File: src/rtl/present_pkg.sv
`default_nettype none
// ============================================================================
// present_pkg : PRESENT S-box tables, lane geometry and ANF helper | rev 1.0
// ============================================================================
package present_pkg;

   localparam int LANE_W     = 4;
   localparam int PIPE_DEPTH = 3;

   localparam logic [3:0] SBOX_FWD [16] = '{
      4'hC, 4'h5, 4'h6, 4'hB, 4'h9, 4'h0, 4'hA, 4'hD,
      4'h3, 4'hE, 4'hF, 4'h8, 4'h4, 4'h7, 4'h1, 4'h2
   };

   localparam logic [3:0] SBOX_INV [16] = '{
      4'h5, 4'hE, 4'hF, 4'h8, 4'hC, 4'h1, 4'h2, 4'hD,
      4'hB, 4'h4, 4'h6, 4'h3, 4'h0, 4'h7, 4'h9, 4'hA
   };

   // Algebraic normal form of one output bit: bit m set means monomial
   // prod(x_k for k in m) appears in the XOR sum (Moebius transform).
   function automatic logic [15:0] sbox_anf(input logic inv, input int bitn);
      logic [15:0] a;
      logic [3:0]  t;
      logic [3:0]  xi;
      logic [3:0]  mi;
      a = '0;
      for (int m = 0; m < 16; m++) begin
         mi = 4'(m);
         for (int x = 0; x < 16; x++) begin
            xi = 4'(x);
            t  = inv ? SBOX_INV[xi] : SBOX_FWD[xi];
            if ((xi & ~mi) == 4'd0) a[mi] = a[mi] ^ t[bitn[1:0]];
         end
      end
      return a;
   endfunction

endpackage
`default_nettype wire

File: src/rtl/present_sbox_lane.sv
`default_nettype none
// ============================================================================
// present_sbox_lane : one 4-bit forward/inverse S-box lane, 3 registered stages | rev 1.0
// ============================================================================
module present_sbox_lane
   import present_pkg::*;
(
   input  logic              clk,
   input  logic              rst_n,
   input  logic              en,
   input  logic              inv,
   input  logic [LANE_W-1:0] din,
   output logic [LANE_W-1:0] dout
);

   logic [3:0]  r_x;
   logic [5:0]  r_p;
   logic [15:0] r_mono;
   logic [3:0]  r_out;
   logic [15:0] w_mono;
   logic [3:0]  w_sub;

   // r_p pairs: 0=x0x1 1=x0x2 2=x0x3 3=x1x2 4=x1x3 5=x2x3
   always_ff @(posedge clk or negedge rst_n) begin
      if (!rst_n) begin
         r_x <= '0;
         r_p <= '0;
      end else if (en) begin
         r_x <= din;
         r_p <= {din[2] & din[3], din[1] & din[3], din[1] & din[2],
                 din[0] & din[3], din[0] & din[2], din[0] & din[1]};
      end
   end

   always_comb begin
      w_mono = {r_p[0] & r_p[5], r_p[3] & r_x[3], r_p[1] & r_x[3], r_p[5],
                r_p[0] & r_x[3], r_p[4],          r_p[2],          r_x[3],
                r_p[0] & r_x[2], r_p[3],          r_p[1],          r_x[2],
                r_p[0],          r_x[1],          r_x[0],          1'b1};
   end

   always_ff @(posedge clk or negedge rst_n) begin
      if (!rst_n) r_mono <= '0;
      else if (en) r_mono <= w_mono;
   end

   // inv belongs to the beat currently held in the monomial stage
   for (genvar b = 0; b < 4; b++) begin : g_bit
      localparam logic [15:0] C_FWD = sbox_anf(1'b0, b);
      localparam logic [15:0] C_INV = sbox_anf(1'b1, b);
      assign w_sub[b] = inv ? ^(r_mono & C_INV) : ^(r_mono & C_FWD);
   end

   always_ff @(posedge clk or negedge rst_n) begin
      if (!rst_n) r_out <= '0;
      else if (en) r_out <= w_sub;
   end

   assign dout = r_out;

endmodule
`default_nettype wire

File: src/rtl/present_sbox_layer_pipe.sv
`default_nettype none
// ============================================================================
// present_sbox_layer_pipe : stallable NLANE-wide PRESENT S/S^-1 layer, 3-stage | rev 1.0
// ============================================================================
module present_sbox_layer_pipe
   import present_pkg::*;
#(
   parameter int NLANE = 16,
   parameter int CNT_W = 16
) (
   input  logic                    clk,
   input  logic                    rst_n,
   input  logic                    flush,
   input  logic                    in_valid,
   output logic                    in_ready,
   input  logic                    in_inv,
   input  logic [4*NLANE-1:0]      in_data,
   output logic                    out_valid,
   input  logic                    out_ready,
   output logic                    out_inv,
   output logic [4*NLANE-1:0]      out_data,
   output logic [CNT_W-1:0]        beat_cnt
);

   logic             w_adv;
   logic             r_v1, r_v2, r_v3;
   logic             r_m1, r_m2, r_m3;
   logic [CNT_W-1:0] r_cnt;

   assign w_adv    = ~r_v3 | out_ready;
   assign in_ready = w_adv;

   always_ff @(posedge clk or negedge rst_n) begin
      if (!rst_n) begin
         r_v1 <= 1'b0;
         r_v2 <= 1'b0;
         r_v3 <= 1'b0;
      end else if (flush) begin
         r_v1 <= 1'b0;
         r_v2 <= 1'b0;
         r_v3 <= 1'b0;
      end else if (w_adv) begin
         r_v1 <= in_valid;
         r_v2 <= r_v1;
         r_v3 <= r_v2;
      end
   end

   always_ff @(posedge clk or negedge rst_n) begin
      if (!rst_n) begin
         r_m1 <= 1'b0;
         r_m2 <= 1'b0;
         r_m3 <= 1'b0;
      end else if (w_adv) begin
         r_m1 <= in_inv;
         r_m2 <= r_m1;
         r_m3 <= r_m2;
      end
   end

   // A handshake in a flush cycle still counts
   always_ff @(posedge clk or negedge rst_n) begin
      if (!rst_n) r_cnt <= '0;
      else if (r_v3 && out_ready && !(&r_cnt)) r_cnt <= r_cnt + 1'b1;
   end

   for (genvar i = 0; i < NLANE; i++) begin : g_lane
      present_sbox_lane u_lane (
         .clk   (clk),
         .rst_n (rst_n),
         .en    (w_adv),
         .inv   (r_m2),
         .din   (in_data[LANE_W*i +: LANE_W]),
         .dout  (out_data[LANE_W*i +: LANE_W])
      );
   end

   assign out_valid = r_v3;
   assign out_inv   = r_m3;
   assign beat_cnt  = r_cnt;

endmodule
`default_nettype wire

File: config.mk
export PLATFORM = sky130hd
export DESIGN_NAME = present_sbox_layer_pipe
export DESIGN_NICKNAME = d
export VERILOG_FILES = /design/src/rtl/present_pkg.sv /design/src/rtl/present_sbox_lane.sv /design/src/rtl/present_sbox_layer_pipe.sv
export SDC_FILE = /design/constraint.sdc
export NUM_CORES = 1
export LEC_CHECK = 0
export CAP_MARGIN = 20
export CORE_MARGIN = 2
export CORE_UTILIZATION = 55
export DETAILED_ROUTE_END_ITERATION = 8
export GPL_ROUTABILITY_DRIVEN = 0
export PLACE_DENSITY_LB_ADDON = 0.2
export SYNTH_ARGS = -nofsm -noshare
export SYNTH_HDL_FRONTEND = slang
export SYNTH_SLANG_ARGS = --single-unit
File: constraint.sdc
create_clock -name clk -period 2.5 [get_ports clk]
set_input_delay 0.5 -clock clk [delete_from_list [all_inputs] [get_ports clk]]
set_output_delay 0.5 -clock clk [all_outputs]
set_load 0.05 [all_outputs]
* Word level (Yosys, flattened, before mapping)
Cells that the tools add are included.
** Storage, ports and cells
- Register bits after elaboration :: 470
- Output and inout port bits :: 83
- Logic and storage cells :: 421
** Operators by class
- Add/sub/neg operators :: 1
- Multiplexer cells :: 70
- Bitwise logic cells :: 146
- Reductions and logical operators :: 133
** Operators by type and width (number)
- 16-bit XOR reduction :: 128
- 1-bit bitwise AND :: 144
- 1-bit 2-to-1 mux :: 70
- 16-bit by 1-bit adder with 16-bit output (second input constant) :: 1
- 16-bit AND reduction :: 1
- 1-bit logical AND :: 2
- 2-bit nonzero test :: 1
- 1-bit logical NOT :: 1
- 1-bit inverter :: 1
- 1-bit bitwise OR :: 1

* Longest topological paths before layout
- Depth in word-level cells :: 4
- Gate-level depth with buffers :: 8
- Gate-level depth less buffers :: 5

* Cells and area by module
From an unflattened synthesis, not the netlist that was laid out.
** Unflattened totals
- Cells, all modules :: 1831
- Area total of the unflattened synthesis :: 23062.1 µm²
** By module, submodules not included
- present_sbox_lane :: instances 16, cells each 109, area each 1376.3 µm²
- present_sbox_layer_pipe :: instances 1, cells each 87, area each 1041.0 µm²

* Worst setup path after synthesis
OpenSTA, ideal clock, no wires.
- Path type :: register -> output
- From :: reg r_v3 (netlist: out_valid)
- To :: out in_ready
- Arrival time :: 1.843 ns
- Path slack :: 0.157 ns
- Cell stages (with the launch flop) :: 7
- Buffers on the path :: 4
- Cell sequence :: dfrtp_1 nor2b_1 clkbuf_1 inv_1 clkbuf_1 clkbuf_1 buf_2
** On the way
- Cells in the longest elaborated chain, start to end :: 2
** RTL lines
- start: declaration :: line present_sbox_layer_pipe.sv:26 : logic r_v1, r_v2, r_v3;
- start signal: assignment :: line present_sbox_layer_pipe.sv:45 : r_v3 <= r_v2;
- 1-bit inverter :: line present_sbox_layer_pipe.sv:30 : assign w_adv = ~r_v3 | out_ready;
- 1-bit bitwise OR :: line present_sbox_layer_pipe.sv:30
- end: declaration :: line present_sbox_layer_pipe.sv:15 : output logic in_ready,
No other way between the ends.

* Worst setup path after layout
- From :: reg r_cnt[0] (netlist: beat_cnt[0])
- To :: out beat_cnt[0]
** RTL lines
- start: declaration :: line present_sbox_layer_pipe.sv:28 : logic [CNT_W-1:0] r_cnt;
- start signal: assignment :: line present_sbox_layer_pipe.sv:64 : else if (r_v3 && out_ready && !(&r_cnt)) r_cnt <= r_cnt + 1'b1;
- end: declaration :: line present_sbox_layer_pipe.sv:22 : output logic [CNT_W-1:0] beat_cnt
No word-level cell between the ends.

==> qor.json <==
{
  "status": {
    "run_status": "completed"
  },
  "worst_setup_path": {
    "critical_path_cell_list": "clkdlybuf4s50_1",
    "worstSetupStartpointType": "register",
    "critical_path.slowest_cell": "sky130_fd_sc_hd__clkdlybuf4s50_1",
    "r2r_setup_slack_ns": 0.33,
    "cp.arrival_ns": 1.87,
    "crit_buf_inv": 1,
    "critical_path.top_delay_family": "buffers and inverters",
    "setup.worst_path.class": "reg -> out",
    "critPathMaxFanout": 5,
    "endpoint_class_of_the_critical_path": "primary output",
    "cpPeakStageDelay_ns": 0.84,
    "worst_ep_required_time_ns": 2.00
  },
  "clocking": {
    "post_cts.resized_instances": 0,
    "clkSlewWorstSetupHoldPaths_ns": 0.05,
    "htree_num_levels": 2,
    "post_cts.repair.setup_buffers": 0,
    "clockBufferDepth": 3,
    "post_cts_hold_buffer_count": 1,
    "cts_buffers": 49,
    "cts_tree": "built",
    "tritoncts_sinks": 455,
    "clk_root_buffer_cell": "sky130_fd_sc_hd__clkbuf_16",
    "skew_pair_late_insertion_delay_ns": 0.57
  },
  "synth": {
    "ys_seq_elements": 455,
    "postSynthNetCount": 2326,
    "mappedNetlistArea_sq_um": 21800,
    "synth.yosys.warnings": 0,
    "netlist_instances": 2255,
    "synth_area_per_cell_sq_um": 9.67,
    "synth.yosys.seq_area_share_pct": 52.2,
    "synth_cell_types": 42
  },
  "final_layout": {
    "layout.core_utilization_pct": 66.2,
    "antennaDiodeCount": 0,
    "most_common_cell_after_layout_fill_and_taps_aside": "sky130_fd_sc_hd__nand2_1",
    "layout_common_cells": "sky130_fd_sc_hd__nand2_1 (1,013), sky130_fd_sc_hd__dfrtp_1 (453), sky130_fd_sc_hd__xnor2_1 (155)",
    "drive_gt1_share_pct": 5.76,
    "fin_nets": 2464,
    "area_growth_syn_to_layout_pct": 18.2,
    "fin_area_sq_um": 25800,
    "instances_no_fill": 2948
  },
  "route": {
    "detailedRoute.firstIterationViolations": 900,
    "m1WireLength_um": 20000,
    "post-route-drc-count": 0,
    "topRoutingLayerUsed": "met4",
    "met2_length_um": 21700,
    "antenna_violation_net_count_after_detailed_routing": 0,
    "wl_met3_um": 1830,
    "dr_total_vias": 15100,
    "drt-wirelength-per-cell_um": 15.0,
    "detail_route.vias_per_cell": 5.13,
    "drt-pass1-iter-count": 5,
    "route.final.wire_length_um": 44300
  },
  "sta": {
    "timing.fmax_mhz": 422,
    "timing_hold_violations_final": 0,
    "unrepaired_setup_endpoints_after_global_routing": "no",
    "timing.final.ws_setup_ns": 0.131,
    "timing.final.setup_violations": 0,
    "report.final.slew_viol_count": 0,
    "max_slew.worst_pin.slew_ns": 0.659,
    "slew-limit-headroom_pct": 56.0,
    "post-route-min-period_ns": 2.37,
    "min_period_over_period_pct": 94.7,
    "clock-skew-final_ns": 0.0130,
    "totalNegativeSetupSlack_ns": 0,
    "hold_ws_ns": 0.443
  },
  "hold_path": {
    "hp-class": "in -> async"
  },
  "global_routing": {
    "grt_pass1_wl_um": 76000,
    "grt_antenna_before_repair": 0,
    "grt_pass1_vias": 15200,
    "grt_remaining_overflow": 0,
    "global_route.usage.total_pct": 22.6,
    "largest_net_degree_at_the_start_of_global_routing": 85
  },
  "placed_design": {
    "place.port_buffers": 152,
    "dpl-instance-area_sq_um": 24100,
    "half_perimeter_wire_length_after_placement_um": 30000,
    "detailedPlace.worstSlack_ns": 0.225,
    "placed_instances": 2859
  },
  "floorplanning": {
    "die-width_um": 203,
    "core-area_sq_um": 38900,
    "fp-row-count": 72,
    "die_y_um": 203,
    "initial_utilization_pct": 56.0,
    "design.portCount": 153,
    "floorplan.die_area_sq_um": 41200
  },
  "flow_run": {
    "drv.max_cap_violation_count": 0
  },
  "pwr": {
    "static-leakage-power_nw": 12.9,
    "report.power.total_mw": 22.2,
    "power.density_nw_per_um2": 861,
    "peakVddDrop_v": 0.000872
  }
}
-- cell families after synthesis --
family                     Yosys count  share of synthesized area (%)
muxes                               45                           2.07
AOI/OAI and AO/OA                   80                           2.13
DFF                                455                           52.2
and+or+nand+nor                   1238                           22.6
xor gates and xnor gates           319                           18.4
buffers and inverters              117                           2.55
adders and majority gates            1                         0.0574
-- report_power, final --
| group | switching [mW] | internal [mW] |
|---|---|---|
| Clock | 2.93 | 4.40 |
| Combinational | 3.35 | 2.52 |
| Sequential | 0.725 | 8.26 |
| Total | 7.01 | 15.2 |
-- routing by layer --
metal / GRT usage [%] / vias to the layer above
li1: - / 7474
met1: 31.4 / 7323
met2: 37.8 / 266
met3: 2.81 / 61
met4: 6.33 / 0
met5: 0 / -
-- area by class of cell --
cell class	count	area [sq um]
multi-input cells	1683	9860
flip-flops and latches	455	11400
well taps	518	648
clock inverters	19	214
inverters	4	22.5
repair buffers	200	2200
clock buffers	69	1430
fillers	3142	13100
-- synthesized netlist by cell type, drive strengths merged --
| cell type | n | area (sq um) |
|---|---|---|
| nand4 | 2 | 12.5 |
| ha | 1 | 12.5 |
| a2111oi | 3 | 26.3 |
| nand3b | 3 | 22.5 |
| or2 | 1 | 6.26 |
| clkbuf | 37 | 139 |
| xnor3 | 71 | 1600 |
| and2 | 2 | 12.5 |
| mux2i | 44 | 440 |
| nor3 | 2 | 10.0 |
| a31oi | 1 | 6.26 |
| nand2b | 1 | 6.26 |
| nor2b | 1 | 6.26 |
| nand3 | 154 | 771 |
| buf | 76 | 402 |
| inv | 4 | 15.0 |
| nor4 | 3 | 18.8 |
| xor3 | 16 | 380 |
| or3 | 3 | 18.8 |
| nand2 | 1013 | 3800 |
| nor2 | 48 | 180 |
| nor4b | 3 | 32.5 |
| and4 | 2 | 17.5 |
| o21ai | 34 | 170 |
| o2111ai | 3 | 26.3 |
| xor2 | 77 | 674 |
| o22ai | 1 | 6.26 |
| mux2 | 1 | 11.3 |
| xnor2 | 155 | 1360 |
| a211oi | 5 | 37.5 |
| a21oi | 30 | 165 |
| o31a | 1 | 8.76 |
| a32oi | 2 | 17.5 |
| dfrtp | 455 | 11400 |
-- worst paths after layout --
path                                          from                         end  cells after the start
max                                    beat_cnt[0]                 beat_cnt[0]                      1
min                                          rst_n                 beat_cnt[9]                      2
max reg2reg                            beat_cnt[0]                 beat_cnt[1]                      6
min reg2reg                g_lane[1].u_lane.r_p[3]     g_lane[1].u_lane.r_p[3]                      2
max in group asynchronous                    rst_n  g_lane[1].u_lane.r_mono[5]                      3
min in group clk           g_lane[1].u_lane.r_p[3]     g_lane[1].u_lane.r_p[3]                      2
-- flip-flops by register name, summed over array words and instances (netlist names) --
register,count
g_lane.u_lane.r_x,64
r_v2,1
g_lane.u_lane.dout,64
r_m1,1
r_m2,1
g_lane.u_lane.r_mono,209
beat_cnt,16
r_v1,1
out_valid,1
g_lane.u_lane.r_p,96
out_inv,1
No activity file was read; power rests on OpenSTA's default activity.
